File: config.mk
export PLATFORM = sky130hd
export DESIGN_NAME = chunked_add_sub
export DESIGN_NICKNAME = d
export VERILOG_FILES = /design/src/rtl/chunked_add_sub.sv
export SDC_FILE = /design/constraint.sdc
export NUM_CORES = 1
export LEC_CHECK = 0
export BUFFER_PORTS_ARGS = -buffer_cell sky130_fd_sc_hd__buf_4
export CORE_MARGIN = 1
export CORE_UTILIZATION = 40
export CTS_CLUSTER_SIZE = 20
export DETAILED_ROUTE_END_ITERATION = 6
export MAX_ROUTING_LAYER = met4
export PLACE_DENSITY = 0.64
export SYNTH_ARGS = -nofsm -noshare
export SYNTH_HDL_FRONTEND = slang
export SYNTH_SLANG_ARGS = --single-unit
File: constraint.sdc
create_clock -name clk -period 7.3 [get_ports clk]
set_clock_uncertainty 0.1 [all_clocks]
set_input_delay 0.365 -clock clk [delete_from_list [all_inputs] [get_ports clk]]
set_output_delay 0.365 -clock clk [all_outputs]
set_load 0.02 [all_outputs]
File: src/rtl/chunked_add_sub.sv
// chunked_add_sub: multi-cycle adder/subtractor. It processes CHUNK bits per
// clock, LSB chunk first, and passes the carry from one chunk to the next.
// A result takes N = WIDTH/CHUNK cycles after the operands are accepted. The
// operands are accepted through a valid/ready handshake, and the result is
// held until the consumer takes it.
module chunked_add_sub #(
  parameter int WIDTH = 32,
  parameter int CHUNK = 8
) (
  input  logic             clk,
  input  logic             rst,
  input  logic             in_valid,
  output logic             in_ready,
  input  logic [WIDTH-1:0] A,
  input  logic [WIDTH-1:0] B,
  input  logic             sub,
  output logic             out_valid,
  input  logic             out_ready,
  output logic [WIDTH-1:0] Sum,
  output logic             Cout,
  output logic             Ovf,
  output logic             Zero
);

  localparam int N  = WIDTH / CHUNK;
  localparam int KW = (N > 1) ? $clog2(N) : 1;
  localparam logic [KW-1:0] K_LAST = KW'(N - 1);

  typedef enum logic [1:0] {IDLE, BUSY, DONE} state_t;

  state_t             state_q, state_d;
  logic [WIDTH-1:0]   a_q, a_d;
  logic [WIDTH-1:0]   b_q, b_d;      // B, already inverted for subtract
  logic               carry_q, carry_d;
  logic [KW-1:0]      k_q, k_d;
  logic [WIDTH-1:0]   sum_q, sum_d;
  logic               cout_q, cout_d;
  logic               ovf_q, ovf_d;

  logic [CHUNK-1:0]   a_ch, b_ch;
  logic [CHUNK:0]     res;
  logic               msb_cin;
  int                 base;

  // One chunk of ripple addition; the MSB of the result is the chunk carry-out
  function automatic logic [CHUNK:0] add_chunk(input logic [CHUNK-1:0] a,
                                               input logic [CHUNK-1:0] b,
                                               input logic             cin);
    return {1'b0, a} + {1'b0, b} + {{CHUNK{1'b0}}, cin};
  endfunction

  // Next-state logic: operand capture, per-chunk add, and the handshakes
  always_comb begin
    state_d = state_q;
    a_d     = a_q;
    b_d     = b_q;
    carry_d = carry_q;
    k_d     = k_q;
    sum_d   = sum_q;
    cout_d  = cout_q;
    ovf_d   = ovf_q;

    base    = int'(k_q) * CHUNK;
    a_ch    = a_q[base +: CHUNK];
    b_ch    = b_q[base +: CHUNK];
    res     = add_chunk(a_ch, b_ch, carry_q);
    // The carry into the top bit of the chunk is recovered from that bit's sum
    msb_cin = a_ch[CHUNK-1] ^ b_ch[CHUNK-1] ^ res[CHUNK-1];

    unique case (state_q)
      IDLE: begin
        if (in_valid) begin
          a_d     = A;
          b_d     = B ^ {WIDTH{sub}};
          carry_d = sub;
          k_d     = '0;
          state_d = BUSY;
        end
      end
      BUSY: begin
        sum_d[base +: CHUNK] = res[CHUNK-1:0];
        carry_d = res[CHUNK];
        if (k_q == K_LAST) begin
          cout_d  = res[CHUNK];
          ovf_d   = msb_cin ^ res[CHUNK];
          state_d = DONE;
        end else begin
          k_d = k_q + KW'(1);
        end
      end
      DONE: begin
        if (out_ready) state_d = IDLE;
      end
      default: state_d = IDLE;
    endcase
  end

  // Control and result registers; reset clears them and aborts any operation
  always_ff @(posedge clk) begin
    if (rst) begin
      state_q <= IDLE;
      carry_q <= 1'b0;
      k_q     <= '0;
      sum_q   <= '0;
      cout_q  <= 1'b0;
      ovf_q   <= 1'b0;
    end else begin
      state_q <= state_d;
      carry_q <= carry_d;
      k_q     <= k_d;
      sum_q   <= sum_d;
      cout_q  <= cout_d;
      ovf_q   <= ovf_d;
    end
  end

  // Operand registers: they are only read after a capture, so they need no reset
  always_ff @(posedge clk) begin
    a_q <= a_d;
    b_q <= b_d;
  end

  assign in_ready  = (state_q == IDLE);
  assign out_valid = (state_q == DONE);
  assign Sum       = sum_q;
  assign Cout      = cout_q;
  assign Ovf       = ovf_q;
  assign Zero      = (sum_q == '0);

endmodule

==> results.md <==
* CP dominant cell by count: fa_1
* Ys Warns at 0
* Req. time, crit path at between 7 and 8 ns
* Hold Path Depth at 1
* #FFs+latches synth at a little over 100
* Tot Pwr at approximately 1.4 mW
* GRT Residual Overflow at 0
* Register area at ~2700 um^2
* Hpwl dp at 6.87 mm
* Worst-path clk slew at ~0.070 ns
* Outcome: finished, final reports clean
* Pre-antenna DRT Iters at 4
* Vias per Instance at between 5 and 6
* CTS tree: done
* Startpoint types: flip-flop
* Critical path arrival at 3.70 ns
* RePlAce Congestion at ~0.82
* Synthesized area at 4590 um^2
* Initial DRC Count at about 140
* R2R depth at 8
* Postcts setup bufs at 0
* R2R setup slack at 3.74 ns
* Crit path buffers/inverters at 0
* Vias at ~3000
* Critical-path top delay cell: dfxtp_2
* Dpl ws at between 3 and 4 ns
* Row Count at 38
* Crit end category: flip-flop
* Crit path max-delay family: adder cells
* Vias in the first global route at 3029
* Rel. slew slack at 48.4%
* Ys async rst share at 0%
* Synth top cells by count: edfxtp_1 (64), dfxtp_1 (39), xor2_1 (34)
* Final setup TNS at 0 ns
* Final WL at approximately 9.3 mm
* Fmax at between 200 and 300 MHz
* Clock sinks at slightly above 100
* WL/cell at ~16 um
* DIE WIDTH at between 100 and 150 um
* Worst-Margin Slew at 0.774 ns
* Post-synth top area share at 41.9%
* Layout cells sized above 1 at a little over a third
* H-tree depth at 3
* Starting Density at 41.6%
* Final min period at between 3 and 4 ns
* Reg2reg end: Ovf
* Core box area at ~11000 um^2
* Top cells by area, synth: edfxtp_1 (42%), dfxtp_1 (17%), mux4_2 (7.9%), xor2_1 (6.5%), a22oi_1 (4.4%)
* Worst-Skew Late Latency at about 0.34 ns
* PD cells at 239 nW/um^2
* Post-synth EDFFs at between 60 and 70
* Post-route ant nets at 0
* Start of the worst register-to-register path: k_q[0]
* Cell leakage power at between 2 and 2.5 nW
* Ports at around 110
* Final worst path period share at roughly half
* Slew Limit Fails at 0
* Worst min path class: in2reg
* Max IR drop VDD at 0.000101 V
* First-pass GRT wire length at 14.8 mm
* Num CTS Buffers at 9
* Top_reg_cell synth: edfxtp_1
* Hold path endpoint: a_q[29]
* CTS-repair resized insts at 0
* Multi-input logic area at around 1800 um^2
* Setup violators final at 0
* Syn Inst Count at 322
* Tot GR Track Use at between 10% and 20%
* Distinct cells, synth at 47
* Antenna Cells at 0
* Die Ht at 109 um
* Count leader, synth: edfxtp_1
* Syn Area/Cell at ~14 um^2
* Initial antenna violation count at 0
* RSZ-0062 raised after global routing: false
* Hold_sp: A[29]
* Critical path class: reg2reg
* Post-DP Area at ~5500 um^2
* Final nets at just over 500
* Crit path max fanout at 23
* Post-CTS Hold Buffers at 0
* Fin area at between 5000 and 6000 um^2
* Die ar. at ~12000 um^2
* CP Cell Sequence: mux4_2, fa_1, fa_1, nand3_1, nand2_2, o41ai_2, xnor2_1, a311oi_1
* Filler Cell Count at just under 1000
* Setup WS post-layout at approximately 3.7 ns
* Slowest cell delay on critical path at between 0.8 and 0.9 ns
* Max Cap Violations at 0
* Mapped Nets at ~400
* Largest net degree at the start of global routing at 65
* Leading area contributor after synthesis: edfxtp_1
* I/O Buffers at 105
* Root Driver: clkbuf_16
* Hold Vio Cnt, Final at 0
* Area grow syn2layout at 26.4%
* Clock Path Buffers at 2
* DRC at 0
* Sequential-to-total area share from yosys stat at 58.9%
==> how the worst max path moves through the flow <==
stage                       from  end  slack [ns]  depth (start not counted)
after CTS                 k_q[0]  Ovf        3.68                          8
after detailed placement  k_q[0]  Ovf        3.69                          8
final                     k_q[0]  Ovf        3.74                          8
after floorplan           k_q[0]  Ovf        3.80                         10
after global routing      k_q[0]  Ovf        3.48                          8
after global placement    k_q[0]  Ovf        3.81                          8
==> area by class of cell <==
| type | count | share of cell area [%] |
|---|---|---|
| sequential | 103 | 46.6 |
| multi-input combinational | 198 | 30.9 |
| timing repair buffer | 107 | 13.8 |
| clock buffer | 9 | 3.88 |
| tap | 140 | 3.02 |
| clock inverter | 7 | 1.36 |
| inverter | 6 | 0.388 |
==> cells in the final DEF, fill, tap and decap left out, types with 2 or more instances in the layout <==
cell and count:
nand4_1 2, a311oi_1 2, clkbuf_16 9, xnor2_1 3
mux4_2 16, a21oi_1 8, nand2_1 4, nor4_1 8
nand2_2 4, nor2_1 33, a211oi_1 2, dfxtp_1 38
xor2_1 34, inv_1 5, nor4b_4 3, ha_1 13
a22oi_1 27, buf_4 107, o21ai_0 4, and2b_2 3
a32o_1 8, edfxtp_1 64, fa_1 2, clkinv_4 2
==> sequential cells by signal (all words and copies together) (netlist names) <==
signal,flops
state_q,2
carry_q,1
Sum,32
Cout,1
b_q,32
Ovf,1
a_q,32
k_q,2
==> logic make-up after synthesis <==
kind of cell               after synthesis  share of synthesized area, %
AOI/OAI and AO/OA                       64                          10.9
xor gates and xnor gates                37                          7.06
adders and majority gates               15                          4.42
buffers and inverters                   21                          2.02
DFF                                    103                          58.9
muxes                                   18                          8.32
and+or+nand+nor                         64                          8.37
==> per-layer routing <==
metal | track usage, % | routed length [um]
met3 | 3.11 | 537
met2 | 27.5 | 4470
met1 | 21.4 | 4140
met5 | - | 0
met4 | 5.31 | 105
==> where the power goes <==
group / leakage, nW / internal (mW) / switching, mW / total, mW
logic: 1.18 / 0.105 / 0.126 / 0.231
clock network: 0.146 / 0.269 / 0.214 / 0.483
registers: 0.925 / 0.654 / 0.0164 / 0.670
==> metrics by stage <==
stage	utilization (%)	instances	hold WS [ns]
final	52.6	570	0.0936
after global placement	49.9	554	0.395
after floorplan	-	322	0.364
after detailed placement	49.9	554	0.406
after CTS	52.6	570	0.0837
after global routing	52.6	570	0.0821
Power figures use the tool's default switching activity.
